### config.mk
export PLATFORM = sky130hd
export DESIGN_NAME = fini_error_handler
export DESIGN_NICKNAME = d
export VERILOG_FILES = /design/src/rtl/fini_error_handler.sv
export SDC_FILE = /design/constraint.sdc
export NUM_CORES = 1
export LEC_CHECK = 0
export ABC_AREA = 1
export CORE_MARGIN = 8
export CORE_UTILIZATION = 51
export CTS_BUF_LIST = sky130_fd_sc_hd__clkbuf_8
export CTS_CLUSTER_SIZE = 16
export DETAILED_ROUTE_END_ITERATION = 10
export PLACE_DENSITY = 0.81
export SLEW_MARGIN = 20
export SYNTH_ARGS = -nofsm -noshare
export SYNTH_HDL_FRONTEND = slang
export SYNTH_SLANG_ARGS = --single-unit
### constraint.sdc
create_clock -name port_clk -period 2.6 [get_ports port_clk]
set_clock_uncertainty 0.2 [all_clocks]
set_input_delay 0.78 -clock port_clk [delete_from_list [all_inputs] [get_ports port_clk]]
set_output_delay 0.78 -clock port_clk [all_outputs]
set_load 0.01 [all_outputs]
### src/rtl/fini_error_handler.sv
// fini_error_handler: re-checks FINI codewords, infects faults, counts them and locks on threshold, 2-entry output FIFO.
// Optional counter/infection feature enabled by defining FINI_ERR_COUNT_EN.
module fini_error_handler #(
    parameter int K         = 5,
    parameter int THRESHOLD = 3,
    parameter int CNT_W     = 4
) (
    input  logic             port_clk,
    input  logic             port_rst,
    input  logic [K:0]       port_c_in,
    input  logic             port_flag_in,
    input  logic             port_in_valid,
    output logic             port_in_ready,
    output logic [K:0]       port_out_c,
    output logic             port_out_fault,
    output logic             port_out_valid,
    input  logic             port_out_ready,
    output logic             port_alarm,
    output logic [CNT_W-1:0] port_err_count
);
    typedef enum logic {RUN, LOCK} state_t;
    state_t r_state, w_state_next;
    logic [K:0] r_mem_c [2];
    logic [1:0] r_mem_f;
    logic       r_rd, r_wr;
    logic [1:0] r_count_fifo;
    logic       w_accept, w_ok, w_faulty, w_run, w_lock_now, w_push, w_pop;

    assign w_run         = r_state == RUN;
    assign port_in_ready = !port_rst & (!w_run | r_count_fifo != 2'd2);
    assign w_accept      = port_in_valid & port_in_ready;
    assign w_ok          = (&port_c_in) | ~(|port_c_in);
    assign w_faulty      = !w_ok | !port_flag_in;
    assign w_push        = w_accept & w_run & !w_lock_now;
    assign w_pop         = port_out_valid & port_out_ready;
    assign port_out_c     = r_mem_c[r_rd];
    assign port_out_fault = r_mem_f[r_rd];

`ifdef FINI_ERR_COUNT_EN
    logic [CNT_W-1:0] r_err, w_err_inc;
    logic             w_fault_acc;
    assign w_err_inc   = (&r_err) ? r_err : r_err + CNT_W'(1);
    assign w_fault_acc = w_accept & w_run & w_faulty;
    assign w_lock_now  = w_fault_acc & (w_err_inc >= CNT_W'(THRESHOLD));
    assign port_err_count = r_err;

    always_ff @(posedge port_clk) begin
        if (port_rst)
            r_err <= '0;
        else if (w_fault_acc)
            r_err <= w_err_inc;
    end
`else
    // Without the counter any fault locks immediately; THRESHOLD only sizes nothing here.
    assign w_lock_now     = w_accept & w_run & w_faulty;
    assign port_err_count = CNT_W'(THRESHOLD) & {CNT_W{1'b0}};
`endif

    always_ff @(posedge port_clk) begin
        if (port_rst)
            r_state <= RUN;
        else
            r_state <= w_state_next;
    end

    always_comb begin
        w_state_next   = r_state;
        port_alarm     = !w_run;
        port_out_valid = w_run & (r_count_fifo != 2'd0);
        if (w_lock_now)
            w_state_next = LOCK;
    end

    // Entering LOCK flushes the FIFO on the same edge as the locking fault.
    always_ff @(posedge port_clk) begin
        if (port_rst) begin
            r_mem_c[0]   <= '0;
            r_mem_c[1]   <= '0;
            r_mem_f      <= '0;
            r_rd         <= 1'b0;
            r_wr         <= 1'b0;
            r_count_fifo <= 2'd0;
        end else if (w_lock_now) begin
            r_rd         <= 1'b0;
            r_wr         <= 1'b0;
            r_count_fifo <= 2'd0;
        end else begin
            if (w_push) begin
                r_mem_c[r_wr] <= w_faulty ? '0 : port_c_in;
                r_mem_f[r_wr] <= w_faulty;
                r_wr          <= !r_wr;
            end
            if (w_pop)
                r_rd <= !r_rd;
            r_count_fifo <= r_count_fifo + {1'b0, w_push} - {1'b0, w_pop};
        end
    end
endmodule

==> results.toml <==
[route]
vias = 768
avgRoutedWirePerCell_um = 13.1
vias_per_cell = 5.02
ant_nets = 0
wl_met1_um = 826
drc = 0
dr_wl_met2_mm = 1.02
wl_met3_um = 100
top_layer = "met4"
drtIter0Drc = 21
drtPass1Iterations = 3
routed_wl_mm = 2.00

[die]
die_x_um = 61.8
fp.dieH_um = 61.8
core_um2 = 1960
std_cell_rows = 16
die-area_um2 = 3820
io_pins = 25
start_util_pct = 54.5

[cts]
path_clk_slew_ns = 0.06
postCtsHoldBufs = 0
cts_tree = "yes"
clock_sinks = 20
cts_buffers = 3
clock_latency_ns = 0.25
cts.path.max_buffers = 2
cts_setup_buffers = 0
htreeDepth = 1
cts_root_buf = "clkbuf_8"

[worst_setup_path]
cp_max_fo = 6
arrival_ns = 1.49
r2r-end = "r_count_fifo[1]"
crit_type = "reg2out"
reg2reg_depth = 10
cp.required_ns = 1.62
reg2reg_slack_ns = 0.71
end_kind = "primary output"
r2r-start = "port_alarm"
worst_setup_path_start_kind = "flip-flop"

[timing]
fin_ws_ns = 0.128
setup_violations = 0
timing.final.max_slew_violations = 0
hold_viol_final = 0
max_slew_margin_pct = 65.0
finalCriticalPeriod_ns = 2.47
rsz0062_at_grt = "false"
worst_pin_slew_ns = 0.525
holdWs_ns = 0.238
max_freq_mhz = 405
final.setup.tns_ns = 0
fin_crit_sh_pct = 95.1

[logic_synthesis]
yosysSeqAreaShare_pct = 48.7
ys_warn_count = 0
synth_ff_type = "edfxtp_1"
synth-seq-cells = 20
async_reset_ff_share_pct = 0
syn_area_per_cell_um2 = 10.4
syn-cell-area_um2 = 1070
synth-edff-count = 12
postSynthCellCount = 103
yosysUniqueCellTypes = 26

[finish]
drive_gt1_share_pct = 27.0
layout.nets = 140
syn_to_final_growth_pct = 25.2
antenna_cells = 0
layout_common_cells = "clkdlybuf4s50_1 (17), nand2_1 (14), inv_1 (13), edfxtp_1 (12)"
final_core_util_pct = 68.2
mostFrequentLayoutCell = "clkdlybuf4s50_1"

[worst_hold_path]
hold_path_startpoint = "r_mem_f[1]"
worstHoldEndpoint = "r_mem_f[1]"
min_path_type = "reg2reg"
hold_depth = 2

[outcome]
status = "finished clean"

[power_and_ir_drop]
p_clk_share_pct = 31.4
power_density_nw_per_um2 = 464
pwr-share-comb_pct = 12.3
pwr-share-seq_pct = 56.4
swShare_pct = 22.2
internal-power_uw = 483
p_leak_uw = 0.000525
p_switching_uw = 138
ir_drop_mv = 0.294
p_total_uw = 621

[global_routing]
grt_pass1_wl_mm = 3.29
gr-total-overflow = 0
grt_max_degree = 14
grt_pass1_vias = 733
antenna_found_initial = 0
grt_usage_pct = 11.8

[placement]
dpl.hpwl_mm = 1.60
routabilityCongestion = 0.741
place.port_buffers = 20
place_ws_ns = -0.343

[run]
cap_violations = 0
[cells in the mapped netlist (2+ instances only)]
| master | number | area [µm²] |
|---|---|---|
| nor2_1 | 10 | 37.5 |
| nand2_1 | 14 | 52.6 |
| mux2_2 | 6 | 67.6 |
| nand3_1 | 2 | 10.0 |
| edfxtp_1 | 12 | 360 |
| inv_1 | 12 | 45.0 |
| nand4_1 | 2 | 12.5 |
| ha_1 | 2 | 25.0 |
| nand2_2 | 3 | 18.8 |
| nor4_1 | 2 | 12.5 |
| nor4_2 | 10 | 125 |
| dfxtp_1 | 8 | 160 |
| buf_4 | 6 | 45.0 |
| o21ai_0 | 2 | 10.0 |
[flip-flops by register name, indices dropped and copies added, names as in the netlist, named ones only]
name          count
port_alarm        1
r_count_fifo      2
r_mem_f           2
r_rd              1
r_wr              1
r_mem_c          12
[metal layers]
layer / track usage, % / vias to the layer above
li1: - / 392
met1: 13.5 / 353
met2: 19.5 / 17
met3: 3.70 / 6
met4: 5.84 / 0
met5: 0 / -
[through the flow]
step | cell area [µm²] | cells
floorplan | 1080 | 106
global placement | 1290 | 149
detailed placement | 1290 | 149
CTS | 1330 | 153
global route | 1340 | 153
finish | 1340 | 153
[cell families (layout without fill, tap and decap cells)]
kind of cell | after synthesis | count (layout) | synth area share, %
adder cells (fa/ha/maj) | 2 | 2 | 2.34
AND/OR/NAND/NOR | 45 | 45 | 26.9
AO/OA/AOI/OAI | 5 | 5 | 3.04
XOR/XNOR | 2 | 2 | 1.64
flip-flops | 20 | 20 | 48.7
other | 1 | 4 | 0.351
buffers and inverters | 22 | 42 | 10.7
multiplexers | 6 | 6 | 6.32
[power groups by stage]
stage          Clock [µW]  Combinational (µW)  Sequential, µW
2_1_floorplan           0                46.7             353
3_3_place_gp            0                74.4             356
3_5_place_dp            0                77.3             357
4_1_cts               198                76.9             350
5_1_grt               214                83.2             351
6_report              195                76.3             350
[critical path, cell delays in order (launching register included)]
cell and delay [ns]:
dfxtp_2 0.40, mux2_2 0.36, clkdlybuf4s50_1 0.49
[worst max-delay path by stage]
| stage | from | endpoint | cells after the start |
|---|---|---|---|
| floorplan | port_rst | r_count_fifo[1] | 9 |
| finish | flip-flop | port_out_c[5] | 2 |
| global placement | port_rst | port_in_ready | 5 |
| global route | port_c_in[4] | r_count_fifo[1] | 11 |
| detailed placement | port_rst | port_in_ready | 5 |
| CTS | flip-flop | port_out_c[5] | 2 |
[area by class of cell]
type	instances	area [µm²]
clock buffers	3	41.3
inverters	13	48.8
multi-input cells	64	448
repair buffers	25	240
clock inverters	1	3.75
fillers	164	624
flip-flops and latches	20	522
well taps	27	33.8
[repair_timing]
item	CTS	global route
endpoints found under the setup margin	2	7
resized for setup	4	3
hold endpoints to repair	0	0
(Power assumes the default switching activity.)
